File: src/rtl/fetch_queue.sv
// fetch_queue: prefetch buffer between instruction memory and IF/ID.
// Buffers (instruction, PC) pairs so fetch can run ahead while decode stalls.
// A taken branch (flush) drops every wrong-path entry in a single cycle.
// The head entry is shown ahead on out_inst/out_pc. When the queue is empty
// these outputs carry NOP_WORD and 0.
// Optional feature macro: FETCH_QUEUE_BYPASS_EN. When it is defined, an empty
// queue passes the input straight to the output if decode is ready.
module fetch_queue #(
  parameter int              DEPTH    = 4,
  parameter int              IW       = 32,
  parameter int              PW       = 32,
  parameter logic [IW-1:0]   NOP_WORD = 32'h0000_0000
) (
  input  logic                   clk,
  input  logic                   reset,
  input  logic                   in_valid,
  output logic                   in_ready,
  input  logic [IW-1:0]          in_inst,
  input  logic [PW-1:0]          in_pc,
  output logic                   out_valid,
  input  logic                   out_ready,
  output logic [IW-1:0]          out_inst,
  output logic [PW-1:0]          out_pc,
  input  logic                   flush,
  output logic [$clog2(DEPTH):0] count,
  output logic                   full,
  output logic                   empty
);

  localparam int AW = $clog2(DEPTH);
  localparam int CW = AW + 1;

  localparam logic [AW-1:0] PTR_ZERO = AW'(1'b0);
  localparam logic [AW-1:0] PTR_ONE  = AW'(1'b1);
  localparam logic [CW-1:0] CNT_ZERO = CW'(1'b0);
  localparam logic [CW-1:0] CNT_ONE  = CW'(1'b1);
  localparam logic [CW-1:0] CNT_FULL = CW'(DEPTH);

  logic [IW-1:0] inst_mem_r [DEPTH];
  logic [PW-1:0] pc_mem_r   [DEPTH];

  logic [AW-1:0] wr_ptr_r;
  logic [AW-1:0] rd_ptr_r;
  logic [CW-1:0] count_r;
  logic          full_r;
  logic          empty_r;

  logic          bypass_s;
  logic          push_s;
  logic          pop_s;
  logic [CW-1:0] count_nxt_s;

  // Handshake qualification: flush overrides everything, full blocks a push
  // even when a pop happens in the same cycle.
  always_comb begin
    bypass_s = 1'b0;
`ifdef FETCH_QUEUE_BYPASS_EN
    bypass_s = empty_r & in_valid & out_ready & ~flush;
`endif
    push_s = in_valid & ~full_r & ~flush & ~bypass_s;
    pop_s  = ~empty_r & out_ready & ~flush;
  end

  // Occupancy after this edge, ignoring flush (flush is applied in the register).
  always_comb begin
    count_nxt_s = count_r;
    case ({push_s, pop_s})
      2'b10:   count_nxt_s = count_r + CNT_ONE;
      2'b01:   count_nxt_s = count_r - CNT_ONE;
      default: count_nxt_s = count_r;
    endcase
  end

  // Pointer and occupancy registers. full/empty are registered copies of count.
  always_ff @(posedge clk or negedge reset) begin
    if (!reset) begin
      wr_ptr_r <= PTR_ZERO;
      rd_ptr_r <= PTR_ZERO;
      count_r  <= CNT_ZERO;
      full_r   <= 1'b0;
      empty_r  <= 1'b1;
    end else if (flush) begin
      wr_ptr_r <= PTR_ZERO;
      rd_ptr_r <= PTR_ZERO;
      count_r  <= CNT_ZERO;
      full_r   <= 1'b0;
      empty_r  <= 1'b1;
    end else begin
      if (push_s) begin
        wr_ptr_r <= wr_ptr_r + PTR_ONE;
      end
      if (pop_s) begin
        rd_ptr_r <= rd_ptr_r + PTR_ONE;
      end
      count_r <= count_nxt_s;
      full_r  <= (count_nxt_s == CNT_FULL);
      empty_r <= (count_nxt_s == CNT_ZERO);
    end
  end

  // Entry storage. Contents are don't-care until written, so there is no reset.
  always_ff @(posedge clk) begin
    if (push_s) begin
      inst_mem_r[wr_ptr_r] <= in_inst;
      pc_mem_r[wr_ptr_r]   <= in_pc;
    end
  end

  // Show-ahead output: bypass input, head entry, or NOP when nothing is valid.
  always_comb begin
    out_valid = 1'b0;
    out_inst  = NOP_WORD;
    out_pc    = {PW{1'b0}};
    if (bypass_s) begin
      out_valid = 1'b1;
      out_inst  = in_inst;
      out_pc    = in_pc;
    end else if (!empty_r) begin
      out_valid = 1'b1;
      out_inst  = inst_mem_r[rd_ptr_r];
      out_pc    = pc_mem_r[rd_ptr_r];
    end else begin
      out_valid = 1'b0;
      out_inst  = NOP_WORD;
      out_pc    = {PW{1'b0}};
    end
  end

  assign in_ready = ~full_r;
  assign count    = count_r;
  assign full     = full_r;
  assign empty    = empty_r;

endmodule

File: config.mk
export PLATFORM = sky130hd
export DESIGN_NAME = fetch_queue
export DESIGN_NICKNAME = d
export VERILOG_FILES = /design/src/rtl/fetch_queue.sv
export SDC_FILE = /design/constraint.sdc
export NUM_CORES = 1
export LEC_CHECK = 0
export ABC_AREA = 1
export BUFFER_PORTS_ARGS = -buffer_cell sky130_fd_sc_hd__buf_2
export CORE_ASPECT_RATIO = 1.75
export CORE_MARGIN = 2
export CORE_UTILIZATION = 64
export CTS_BUF_LIST = sky130_fd_sc_hd__clkbuf_8
export CTS_CLUSTER_DIAMETER = 200
export DETAILED_ROUTE_END_ITERATION = 8
export GPL_ROUTABILITY_DRIVEN = 0
export MAX_ROUTING_LAYER = met4
export PLACE_DENSITY = 0.95
export SLEW_MARGIN = 0
export SYNTH_ARGS = -nofsm -noshare
export SYNTH_HDL_FRONTEND = slang
export SYNTH_SLANG_ARGS = --single-unit
export TNS_END_PERCENT = 50
File: constraint.sdc
create_clock -name clk -period 8.6 [get_ports clk]
set_input_delay 0.43 -clock clk [delete_from_list [all_inputs] [get_ports clk]]
set_output_delay 0.43 -clock clk [all_outputs]
set_load 0.03 [all_outputs]
== Word-level counts from Yosys, hierarchy flattened ==
Memories as Yosys holds them, arrays and structs flattened.
Cells that the tools add are included.
Widths: inputs -> output; s select.
Storage, ports and cells
  bits in registers: 9
  memory bits (writable): 256
  memories kept: 2
  word-level logic and storage cells: 37
  output and inout bits: 71
Memories
  inst_mem_r: words 4, bits a word 32, rd ports 1, clocked after Yosys merged registers in 0, write ports 1, RTL line 39  | logic [IW-1:0] inst_mem_r [DEPTH];
  pc_mem_r: words 4, bits a word 32, rd ports 1, clocked after Yosys merged registers in 0, write ports 1, RTL line 40  | logic [PW-1:0] pc_mem_r [DEPTH];
Operators by class
  mux-type cells: 13
  reductions and logical operators: 3
  add/subtract/negate cells: 4
  bitwise gates (word level): 7
  equality and inequality tests: 3
Operators with widths (count)
  $mux 32: 2
  $mux 2: 4
  $pmux 3 s2: 1
  $mux 1: 5
  $add 2x1->2 const B: 2
  $and 1x1->1: 4
  $reduce_bool 2->1: 2
  $add 3x1->3 const B: 1
  $eq 3x3->1 const B: 1
  $logic_not 3->1: 1
  $mux 3: 1
  $not 1->1: 3
  $sub 3x1->3 const B: 1
  $eq 2x1->1 const B: 1
  $eq 2x2->1 const B: 1

== Longest topological paths before layout ==
  depth in word-level cells: 7
  mapped depth: 12
  mapped depth without buffers: 12

== Worst setup path before layout ==
OpenSTA, ideal clock, no wires.
  kind: flip-flop to flip-flop
  start point: register full_r, in the netlist full
  end point: memory inst_mem_r[0][0] (enable)
  clock period less this slack: 4203 ps
  path buffers: 0
  cell stages (with the launch flop): 4
  library setup time: 487 ps
  slack: 4397 ps
  arrival time: 3716 ps
  cell sequence: dfrtp_1 -> inv_1 -> nand3_1 -> nor2_1
Between the ends
  cells in the longest elaborated chain, start to end: 5
Ends and longest elaborated chain
  start: declaration: RTL line 45  | logic full_r;
  start signal: assignment: RTL line 96  | full_r <= (count_nxt_s == CNT_FULL);
  $not 1->1
  named net in_ready: RTL line 17  | output logic in_ready,
  $and 1x1->1 (2 in a row): RTL line 60  | push_s = in_valid & ~full_r & ~flush & ~bypass_s;
  $mux 1: RTL line 103  | if (push_s) begin
  $mux 1 (not written as such): RTL line 104  | inst_mem_r[wr_ptr_r] <= in_inst;
  end: declaration: RTL line 39
The timed path passes the listed nets, and every way through them passes these cells.

== Worst setup path in the final report ==
  start point: register rd_ptr_r[0]
  end point: output out_pc[7]
Between the ends
  cells in the longest elaborated chain, start to end: 2
Ends and longest elaborated chain
  start: declaration: RTL line 43  | logic [AW-1:0] rd_ptr_r;
  start signal: assignment: RTL line 93  | rd_ptr_r <= rd_ptr_r + PTR_ONE;
  $mem_v2 4x32
  $mux 32: RTL line 118  | end else if (!empty_r) begin
  end: declaration: RTL line 23  | output logic [PW-1:0] out_pc,
No other way between the ends.

==> flow_summary.json <==
{
  "seq_area_frac_synth_pct": 76.1,
  "io_pins": 140,
  "status": "completed",
  "synth_top_family_by_area": "simple AND/OR/NAND/NOR gates",
  "vias": 6842,
  "synth_top_area_share_pct": 73.9,
  "antenna_found_initial": 9,
  "skew_ps": 16.7,
  "worstPathArrival_ps": 3100,
  "slew_viol_final": 0,
  "clkSinkCount": 265,
  "synthAdderAreaFrac_pct": 0.794,
  "fin_crit_sh_pct": 41.0,
  "ant_nets": 0,
  "grt_pass1_vias": 7034,
  "relSlewSlack_pct": 24.8,
  "yosys.cell_types.count": 20,
  "crit_type": "flop to output port",
  "syn-mean-instance-area_um2": 12.7,
  "nets": 1034,
  "rows": 61,
  "max_freq_ghz": 0.284,
  "tightest_slew_ps": 1130,
  "r2r-end": "pc_mem_r[1][6]",
  "fillers": 985,
  "slowest_stage": "buf_4",
  "drive_above_1_share_pct": 20.9,
  "die_area_um2": 17300,
  "ir_drop_uv": 165,
  "setup_tns_ps": 0,
  "numCtsBuffers": 35,
  "grt_pass1_wl_um": 33200,
  "period_needed_ps": 3530,
  "core-area_um2": 15900,
  "rr_worst_depth": 4,
  "worst_setup_path_end_kind": "output port",
  "synthCells": 822,
  "synth_compound_area_share_pct": 9.52,
  "hold_end": "count[1]",
  "globalRouteTotalUtil_pct": 25.8,
  "clk_latency_ps": 500,
  "hold_buffers": 1,
  "cp_max_fo": 129,
  "drt_first_pass_iters": 5,
  "wl_um": 21600,
  "drc_errors": 0,
  "p_leak_nw": 4.43,
  "synthMuxAreaShare_pct": 0,
  "start_util_pct": 65.5,
  "ys_top_cells_by_area": "edfxtp_1, nor2_1, o21ai_0",
  "clk_path_buf_depth": 3,
  "cp_cell_sequence": "clkinv_2 > buf_4 > o21ai_0 > a21oi_1 > buf_2",
  "setup.worst_path.start_class": "flop",
  "cts_root_buf": "clkbuf_8",
  "syn-num-nets": 897,
  "grt_max_degree": 130,
  "area_growth_pct": 14.2,
  "finalHoldViolCount": 0,
  "slowest_delay_ps": 830,
  "postCtsSetupRepairBufs": 0,
  "hp-class": "input port to flop",
  "rsz0062_at_grt": "no",
  "cp.required_ps": 8170,
  "htree_levels": 2,
  "drv_cap": 0,
  "hold_path_depth": 2,
  "min_from": "flush",
  "via_per_inst": 5.80,
  "ys_ff_latch": 265,
  "syn_area_um2": 10400,
  "synth_top_area_cell": "edfxtp_1",
  "cts_tree": "done",
  "fin_util_pct": 74.8,
  "rrSetupSlack_ps": 5900,
  "die_h_um": 173,
  "post-dp-hpwl_um": 12200,
  "drt-initial-drc-count": 482,
  "setup_violations": 0,
  "synth-simple-area-share_pct": 10.3,
  "synth_xor_xnor_area_share_pct": 0.0842,
  "overflow": 0,
  "r2r-start": "full",
  "power_density_nw_per_um2": 230,
  "clk_pin_slew_ps": 70,
  "place.port_buffers": 139,
  "ys_warn_count": 0,
  "dieWidth_um": 100,
  "wl_per_cell_um": 18.3,
  "cts-resized-gates": 0
}
==> final cells by class <==
type | instances | area (um^2) | area share [%]
sequential | 265 | 7920 | 66.6
multi-input combinational | 487 | 2180 | 18.4
timing repair buffer | 149 | 773 | 6.51
clock buffer | 35 | 482 | 4.05
tap | 189 | 236 | 1.99
clock inverter | 25 | 188 | 1.58
inverter | 21 | 80.1 | 0.674
antenna | 9 | 22.5 | 0.190
==> synth_stat cells <==
library cell	instances
ha_1	5
dfstp_2	1
buf_4	14
edfxtp_1	256
nor2_1	265
buf_2	8
nand2_1	10
dfrtp_1	8
xnor2_1	1
a21oi_1	66
nand3_1	6
inv_1	20
o21ai_1	4
buf_1	6
fa_1	1
nand4_1	1
buf_6	2
inv_2	1
o21ai_0	128
clkbuf_1	19
==> per-layer routing <==
metal	share of wire [%]	GRT usage (%)	vias up
li1	-	-	3178
met1	36	27.9	3242
met2	53	42.3	341
met3	6.7	4.45	81
met4	5.0	18.4	0
met5	0	-	-
==> kinds of logic (layout without fill, tap and decap cells) <==
family                     after synthesis  count (layout)
buffers and inverters                   70             230
and+or+nand+nor                        282             282
other                                    0               9
DFF                                    265             265
AOI/OAI and AO/OA                      198             198
xor gates and xnor gates                 1               1
adders and majority gates                6               6
==> how the worst max path moves through the flow <==
stage                      startpoint               end  slack [ps]  depth (start not counted)
after floorplan                  full  inst_mem_r[0][0]        4400                          3
final                     rd_ptr_r[0]         out_pc[7]        5070                          5
after global routing      rd_ptr_r[0]         out_pc[6]        4880                          5
after CTS                 rd_ptr_r[0]        out_pc[10]        5110                          5
after global placement          flush   pc_mem_r[1][14]        5630                          5
after detailed placement        flush   pc_mem_r[1][21]        5590                          5
==> sequential cells by signal (all words and copies together), names as in the netlist <==
register and count:
rd_ptr_r 2, empty 1, full 1, inst_mem_r 128, pc_mem_r 128, wr_ptr_r 2, count 3
==> placed cells by master, fill, tap and decap left out, types with 5 or more instances in the layout <==
cell / count
inv_1: 25
nand2_1: 10
clkinv_1: 6
o21ai_0: 128
dfrtp_1: 6
ha_1: 5
edfxtp_1: 256
clkbuf_8: 35
diode_2: 9
a21oi_1: 66
buf_4: 9
nor2_1: 261
buf_2: 139
clkinv_2: 10
nand3_1: 6
==> metrics by stage <==
| step | cells | cell area (um^2) | setup WS [ps] | power (mW) | hold slack (ps) |
|---|---|---|---|---|---|
| 6_report | 1180 | 11900 | 5070 | 2.73 | 144 |
| 5_1_grt | 1180 | 11900 | 4880 | 2.83 | 124 |
| 4_1_cts | 1171 | 11900 | 5110 | 2.74 | 120 |
| 3_5_place_dp | 1110 | 11200 | 5590 | 1.86 | 300 |
| 3_3_place_gp | 1110 | 11200 | 5630 | 1.85 | 293 |
| 2_1_floorplan | 822 | 10400 | 4400 | 1.75 | 134 |
==> power breakdown <==
| group | switching [mW] | internal [mW] |
|---|---|---|
| Sequential | 0.0213 | 1.46 |
| Clock | 0.420 | 0.473 |
| Combinational | 0.270 | 0.0913 |
==> worst max-delay path, delay by kind of cell (launching register included) <==
kind,cells,cell delay [ps]
flops,1,730
buf+inv,3,1180
compound gates,2,610
(Power assumes the default switching activity.)
